### config.mk
export PLATFORM = sky130hd
export DESIGN_NAME = sti_console
export DESIGN_NICKNAME = d
export VERILOG_FILES = /design/src/rtl/sti_console.sv
export SDC_FILE = /design/constraint.sdc
export NUM_CORES = 1
export LEC_CHECK = 0
export BUFFER_PORTS_ARGS = -buffer_cell sky130_fd_sc_hd__buf_2
export CAP_MARGIN = 20
export CORE_ASPECT_RATIO = 0.7
export CORE_MARGIN = 5
export CORE_UTILIZATION = 30
export CTS_BUF_LIST = sky130_fd_sc_hd__clkbuf_4
export DETAILED_ROUTE_END_ITERATION = 12
export GPL_ROUTABILITY_DRIVEN = 0
export MAX_ROUTING_LAYER = met4
export PLACE_DENSITY_LB_ADDON = 0.25
export SKIP_LAST_GASP = 1
export SLEW_MARGIN = 20
export SYNTH_ARGS = -nofsm -noshare
export SYNTH_HDL_FRONTEND = slang
export SYNTH_SLANG_ARGS = --single-unit
### constraint.sdc
create_clock -name clk -period 1.7 [get_ports clk]
set_input_delay 0.085 -clock clk [delete_from_list [all_inputs] [get_ports clk]]
set_output_delay 0.085 -clock clk [all_outputs]
set_load 0.005 [all_outputs]
### src/rtl/sti_console.sv
// ============================================================================
//  sti_console -- STI responder exposing keyboard/display/machine-control regs
//  Rev 1.0
// ============================================================================
`default_nettype none

module sti_console #(
   parameter int LATENCY = 1
) (
   input  logic        clk,
   input  logic        arst_n,
   input  logic        init_txn,
   input  logic        wtxn,
   input  logic [7:0]  addr,
   input  logic [15:0] wdata,
   output logic [15:0] rdata,
   output logic        rdy,
   input  logic        kbd_valid,
   input  logic [7:0]  kbd_data,
   output logic        kbd_ready,
   output logic        dsp_valid,
   output logic [7:0]  dsp_data,
   input  logic        dsp_ready,
   output logic        kbd_irq,
   output logic        dsp_irq,
   output logic        mcr_ce
);

   typedef enum logic {S_IDLE, S_BUSY} state_t;

   localparam logic [3:0] c_LAT     = 4'(LATENCY);
   localparam logic [7:0] c_A_KBSR  = 8'h00;
   localparam logic [7:0] c_A_KBDR  = 8'h01;
   localparam logic [7:0] c_A_DSR   = 8'h02;
   localparam logic [7:0] c_A_DDR   = 8'h03;
   localparam logic [7:0] c_A_MCR   = 8'hFF;

   state_t      r_state;
   logic [3:0]  r_cnt;
   logic        r_rdy;
   logic        r_wtxn;
   logic [7:0]  r_addr;
   logic [15:0] r_wdata;
   logic [15:0] r_rdata;

   logic        r_krdy;
   logic        r_kie;
   logic [7:0]  r_kbyte;
   logic        r_drdy;
   logic        r_die;
   logic [7:0]  r_dbyte;
   logic        r_mce;

   logic        w_wr;
   logic        w_rd;
   logic [15:0] w_rd_val;
   logic        w_unused_bits;

   assign w_wr = r_rdy &  r_wtxn;
   assign w_rd = r_rdy & ~r_wtxn;
   assign w_unused_bits = ^r_wdata[13:8];

   always_ff @(posedge clk or negedge arst_n) begin
      if (!arst_n) begin
         r_state <= S_IDLE;
         r_cnt   <= 4'd0;
         r_rdy   <= 1'b0;
         r_wtxn  <= 1'b0;
         r_addr  <= 8'h00;
         r_wdata <= 16'h0000;
         r_rdata <= 16'h0000;
      end else begin
         case (r_state)
            S_IDLE: begin
               if (init_txn) begin
                  r_wtxn  <= wtxn;
                  r_addr  <= addr;
                  r_wdata <= wdata;
                  r_cnt   <= c_LAT;
                  r_rdy   <= (c_LAT == 4'd1);
                  r_state <= S_BUSY;
               end
            end
            S_BUSY: begin
               if (r_rdy) begin
                  r_rdy   <= 1'b0;
                  r_state <= S_IDLE;
                  if (!r_wtxn) r_rdata <= w_rd_val;
               end else begin
                  // rdy is raised one edge early so it is high in cycle LATENCY
                  r_cnt <= r_cnt - 4'd1;
                  if (r_cnt == 4'd2) r_rdy <= 1'b1;
               end
            end
            default: r_state <= S_IDLE;
         endcase
      end
   end

   always_ff @(posedge clk or negedge arst_n) begin
      if (!arst_n) begin
         r_krdy  <= 1'b0;
         r_kie   <= 1'b0;
         r_kbyte <= 8'h00;
         r_drdy  <= 1'b1;
         r_die   <= 1'b0;
         r_dbyte <= 8'h00;
         r_mce   <= 1'b1;
      end else begin
         if (w_wr && r_addr == c_A_KBSR) r_kie <= r_wdata[14];
         if (w_rd && r_addr == c_A_KBDR) r_krdy <= 1'b0;
         // capture placed after the clear so a live handshake always wins
         if (kbd_valid && !r_krdy) begin
            r_krdy  <= 1'b1;
            r_kbyte <= kbd_data;
         end
         if (w_wr && r_addr == c_A_DSR) r_die <= r_wdata[14];
         if (w_wr && r_addr == c_A_DDR && r_drdy) begin
            r_dbyte <= r_wdata[7:0];
            r_drdy  <= 1'b0;
         end
         if (!r_drdy && dsp_ready) r_drdy <= 1'b1;
         if (w_wr && r_addr == c_A_MCR) r_mce <= r_wdata[15];
      end
   end

   always_comb begin
      w_rd_val = 16'h0000;
      case (r_addr)
         c_A_KBSR: w_rd_val = {r_krdy, r_kie, 14'h0000};
         c_A_KBDR: w_rd_val = {8'h00, r_kbyte};
         c_A_DSR:  w_rd_val = {r_drdy, r_die, 14'h0000};
         c_A_MCR:  w_rd_val = {r_mce, 15'h0000};
         default:  w_rd_val = 16'h0000;
      endcase
   end

   // Status is read live in the rdy cycle, then held until the next read
   assign rdata     = w_rd ? w_rd_val : r_rdata;
   assign rdy       = r_rdy;
   assign kbd_ready = ~r_krdy;
   assign dsp_valid = ~r_drdy;
   assign dsp_data  = r_dbyte;
   assign kbd_irq   = r_krdy & r_kie;
   assign dsp_irq   = r_drdy & r_die;
   assign mcr_ce    = r_mce;

endmodule

`default_nettype wire

# Yosys cells after proc, flatten, opt, wreduce, memory -nomap -nowiden
# Index checks and enable logic that the tools add are counted.
[totals]
register_bits = 68
latch_bits = 0
mem_bits_rw = 0
rom_bits = 0
input_bits = 38
output_inout_bits = 30
elab_cells = 62
mem_count = 0
[op_classes]
n_addsub = 1
multipliers = 0
n_div = 0
magnitude_cmp = 0
eq_ne = 7
n_shift = 0
mux = 16
bitwise = 8
reduce_logical = 16
[ops]
columns = ["op", "n"]
rows = [
  ["$pmux 16 s4", 1],
  ["$eq 8x2->1 const B", 2],
  ["$mux 16", 1],
  ["$mux 1", 9],
  ["$eq 8x1->1 const B", 1],
  ["$eq 8x8->1 const B", 1],
  ["$logic_and 1x1->1", 8],
  ["$logic_not 8->1", 1],
  ["$mux 4", 2],
  ["$pmux 4 s2", 1],
  ["$and 1x1->1", 4],
  ["$eq 4x2->1 const B", 1],
  ["$ne 2x2->1 const B", 2],
  ["$not 1->1", 4],
  ["$pmux 1 s2", 2],
  ["$reduce_and 2->1", 2],
  ["$reduce_bool 2->1", 2],
  ["$sub 4x1->4 const B", 1],
  ["$reduce_and 3->1", 1],
  ["$logic_not 1->1", 2],
]

# Logic depth before layout (Yosys ltp)
[logic_depth]
depth_word = 5
depth_mapped = 5
mapped_depth_nobuf = 5

# Worst setup path before layout
# No wires, ideal clock.
[synth_timing]
path_kind = "register to register"
start = "reg r_addr[4]"
end = "reg r_dbyte[0], in the netlist dsp_data[0]"
setup_ps = 125
t_arrival_ps = 1433
required_time_ps = 1575
slack_ps = 143
path_stages_with_launch = 4
n_path_buf = 0
period_less_slack_ps = 1557
cell_sequence = "dfrtp_1 nor4_4 nand4_4 mux2_2"
[synth_between]
elab_chain_cells = 3
[synth_rtl]
columns = ["element", "line", "source"]
rows = [
  ["from (decl)", "42", "logic [7:0] r_addr;"],
  ["from (signal assigned)", "77", "r_addr <= addr;"],
  ["$eq 8x2->1", "118", "if (w_wr && r_addr == c_A_DDR && r_drdy) begin"],
  ["$logic_and 1x1->1 (2 in a row)", "118", ""],
  ["to (signal assigned)", "119", "r_dbyte <= r_wdata[7:0];"],
  ["to (decl)", "51", "logic [7:0] r_dbyte;"],
]
# Every way passes these cells.
# A chain may end at the register's enable or synchronous reset.

# Final worst setup path
[layout_timing]
start = "reg r_addr[5]"
end = "reg r_dbyte[5], in the netlist dsp_data[5]"
# Same word-level chain as after synthesis.

==> impl_metrics.yaml <==
route:
  antenna_viol_nets_final: 0
  firstDrtPassIters: 4
  wire_per_inst_um: 14.1
  wirelength_um: 5940
  remaining_drc_errors: 0
  vias_per_cell: 4.49
  detail_route.iter0.violations: 53
  via_count: 1892
cells_and_area:
  fill_cell_total_of_the_finished_layout: 820
  multi_input_comb_area_um2: 1120
  post-route-cell-area_um2: 3480
  seq_area_um2: 1410
  finish.net_count: 355
  antenna-diode-count: 0
  layout.core_utilization_pct: 41.7
  drive_gt1_share_pct: 42.7
  final-instance-count-excl-fill: 421
  mostFrequentLayoutCell: "buf_2"
  final_cell_mix: "buf_2, dfrtp_1, mux2_2"
  area.growth.synth_to_final_pct: 37.3
floorplan:
  fp.dieH_um: 86.9
  die_x_um: 120
  io-pin-count: 68
  placementRows: 28
  core_region_area_um2: 8340
  floorplan.initialDensity_pct: 30.4
  dieArea_um2: 10400
sta:
  finalHoldViolations: 0
  setup_violations: 20
  grt_setup_unrepaired: "true"
  hold_ws_ps: 176
  min_period_over_period_pct: 108
  min_period_ps: 1840
  max_freq_mhz: 543
  skew_ps: 18.2
  finalMaxSlewViolations: 0
  layout_setup_ws_ps: -142
logic_synthesis:
  synth.distinct_cells: 34
  ys_ff_latch: 56
  synth_area_um2: 2530
  warnings_synthesis: 0
  mean_instance_size_in_the_synthesized_netlist_um2: 11.8
  netlist_instances: 215
  yosysSeqAreaShare_pct: 55.4
critical_path:
  worstPathBufferInverterCount: 3
  crit_path_max_fanout: 9
  timing.critical_path.cells: "nor4_4 -> buf_4 -> buf_4 -> buf_4 -> nand4_4 -> mux2_2"
  worst-r2r-cell-count: 6
  path_common_cell: "buf_4"
  category_of_the_worst_setup_path_capture_point: "flop"
  cp_slowest_cell: "dfrtp_1"
  timing.critical_path.slowest_cell_delay_ps: 440
  crit_path_start_kind: "flop"
  worst_ep_required_time_ps: 1960
  worstSetupPathDepth: 6
  critical_path.top_delay_family: "simple AND/OR/NAND/NOR gates"
  critPathKind: "flop to flop"
  arrival_worst_endpoint_ps: 2100
run_status:
  violations_in_the_final_reports: "setup timing"
  run_status: "finished with violations"
clock_tree:
  cts.htree.levels: 2
  cts_sink_count: 56
  clock_latency_ps: 370
  cts.reportedPaths.clkPinSlew_ps: 160
  clk_root_buffer_cell: "clkbuf_4"
  cts_tree: "built"
  cts-root-to-sink-buffers: 2
  tritoncts.num_buffers: 5
global_route:
  globalRouteOverflowTotal: 0
  grt.total_usage_pct: 12.1
  number_of_antenna_violations_at_the_first_check_in_global_routing: 0
  grt_start_max_net_pins: 39
  first_global_vias: 1905
  grt_first_pass_wirelength_um: 9700
place:
  dpl_worst_slack_ps: 49.1
  hpwlAfterDp_um: 3980
  place.port_buffers: 55
  dp.cells: 374
  placedInstanceArea_um2: 2970
run:
  drv.max_cap_violation_count: 0
power:
  p_leak_nw: 1.63
  power.ir.vdd_worst_uv: 450
  power_per_cell_area_nw_per_um2: 1220
hold_path:
  holdCritPathClass: "primary input to asynchronous set/reset pin"
report_power, final:
group	total [mW]	switching, mW	internal, mW
Sequential	2.08	0.344	1.73
Combinational	1.44	0.667	0.772
Clock	0.723	0.398	0.325
per-layer routing:
layer  vias to the layer above  global-route usage [%]  wire (um)
li1                        941                       -          -
met2                        34                    19.5       2810
met3                         2                    2.40        187
met5                         -                       -          0
met1                       915                    16.1       2910
met4                         0                    2.49         39
timing repair:
action | CTS | global route
setup endpoints to repair | 10 | 25
hold buffers | 31 | 0
gates cloned | 1 | 0
pin swaps | 11 | 5
gates resized for setup | 15 | 7
hold endpoints to repair | 48 | 0
buffers inserted | 6 | 2
flip-flops by register name, summed over array words and instances (netlist names):
signal / cells
r_addr: 8
r_kie: 1
r_state: 1
rdy: 1
dsp_data: 8
r_rdata: 10
mcr_ce: 1
r_die: 1
r_cnt: 4
r_wdata: 10
r_kbyte: 8
r_krdy: 1
r_wtxn: 1
r_drdy: 1
path summary, 6_finish.rpt:
kind	start	endpoint	slack, ps
max	r_addr[5]	dsp_data[5]	-140
min	arst_n	r_rdata[2]	180
max reg2reg	r_addr[5]	dsp_data[5]	-140
min reg2reg	r_rdata[5]	r_rdata[5]	500
max in group asynchronous	arst_n	mcr_ce	880
min in group clk	wdata[0]	r_wdata[0]	470
synth_stat cells:
cell | count | area share, %
conb_1 | 1 | 0.15
nand4b_4 | 1 | 0.94
nor4_4 | 1 | 0.84
o21ai_0 | 21 | 4.1
a21oi_1 | 1 | 0.20
buf_2 | 1 | 0.20
nor2b_1 | 3 | 0.74
o22a_1 | 1 | 0.35
ha_1 | 2 | 0.99
a31oi_1 | 1 | 0.25
and2_1 | 3 | 0.74
nand3b_1 | 3 | 0.89
nand2b_1 | 3 | 0.74
dfstp_2 | 2 | 2.1
and4_1 | 2 | 0.69
or4b_2 | 1 | 0.40
nand2_1 | 36 | 5.3
buf_4 | 6 | 1.8
inv_1 | 4 | 0.59
nand4_1 | 3 | 0.74
o22ai_1 | 1 | 0.25
clkbuf_2 | 1 | 0.20
or3_1 | 2 | 0.49
nor3_1 | 1 | 0.20
dfrtp_1 | 54 | 53
and3b_1 | 1 | 0.35
nand3_1 | 5 | 0.99
and4_2 | 1 | 0.40
mux2_2 | 41 | 18
nor2_1 | 3 | 0.44
o21a_1 | 1 | 0.30
nand4b_1 | 1 | 0.35
clkbuf_1 | 6 | 0.89
nand4_4 | 1 | 0.84
worst register-to-register path, delay by kind of cell (launching register included):
family / cells / cell delay (ps)
and+or+nand+nor: 2 / 550
DFF: 1 / 440
buffers and inverters: 3 / 400
muxes: 1 / 330
stage by stage:
| step | power (mW) | TNS (ps) |
|---|---|---|
| after floorplan | 2.85 | 0 |
| after global placement | 3.30 | 0 |
| after detailed placement | 3.33 | 0 |
| after CTS | 4.27 | -1970 |
| after global routing | 4.53 | -4790 |
| final | 4.24 | -2150 |
cell type report:
cell class	instances	share of cell area, %
inverters	4	0.432
clock buffers	6	1.29
clock inverters	2	1.01
well taps	105	3.78
multi-input cells	147	32.2
flip-flops and latches	56	40.4
repair buffers	101	20.9
cells by family after synthesis:
kind of cell               Yosys count  share of synthesized area, %
AOI/OAI and AO/OA                   26                          5.48
adders and majority gates            2                         0.987
buffers and inverters               18                          3.65
DFF                                 56                          55.4
muxes                               41                          18.2
other                                1                         0.148
and+or+nand+nor                     71                          16.1
Power figures use the tool's default switching activity.
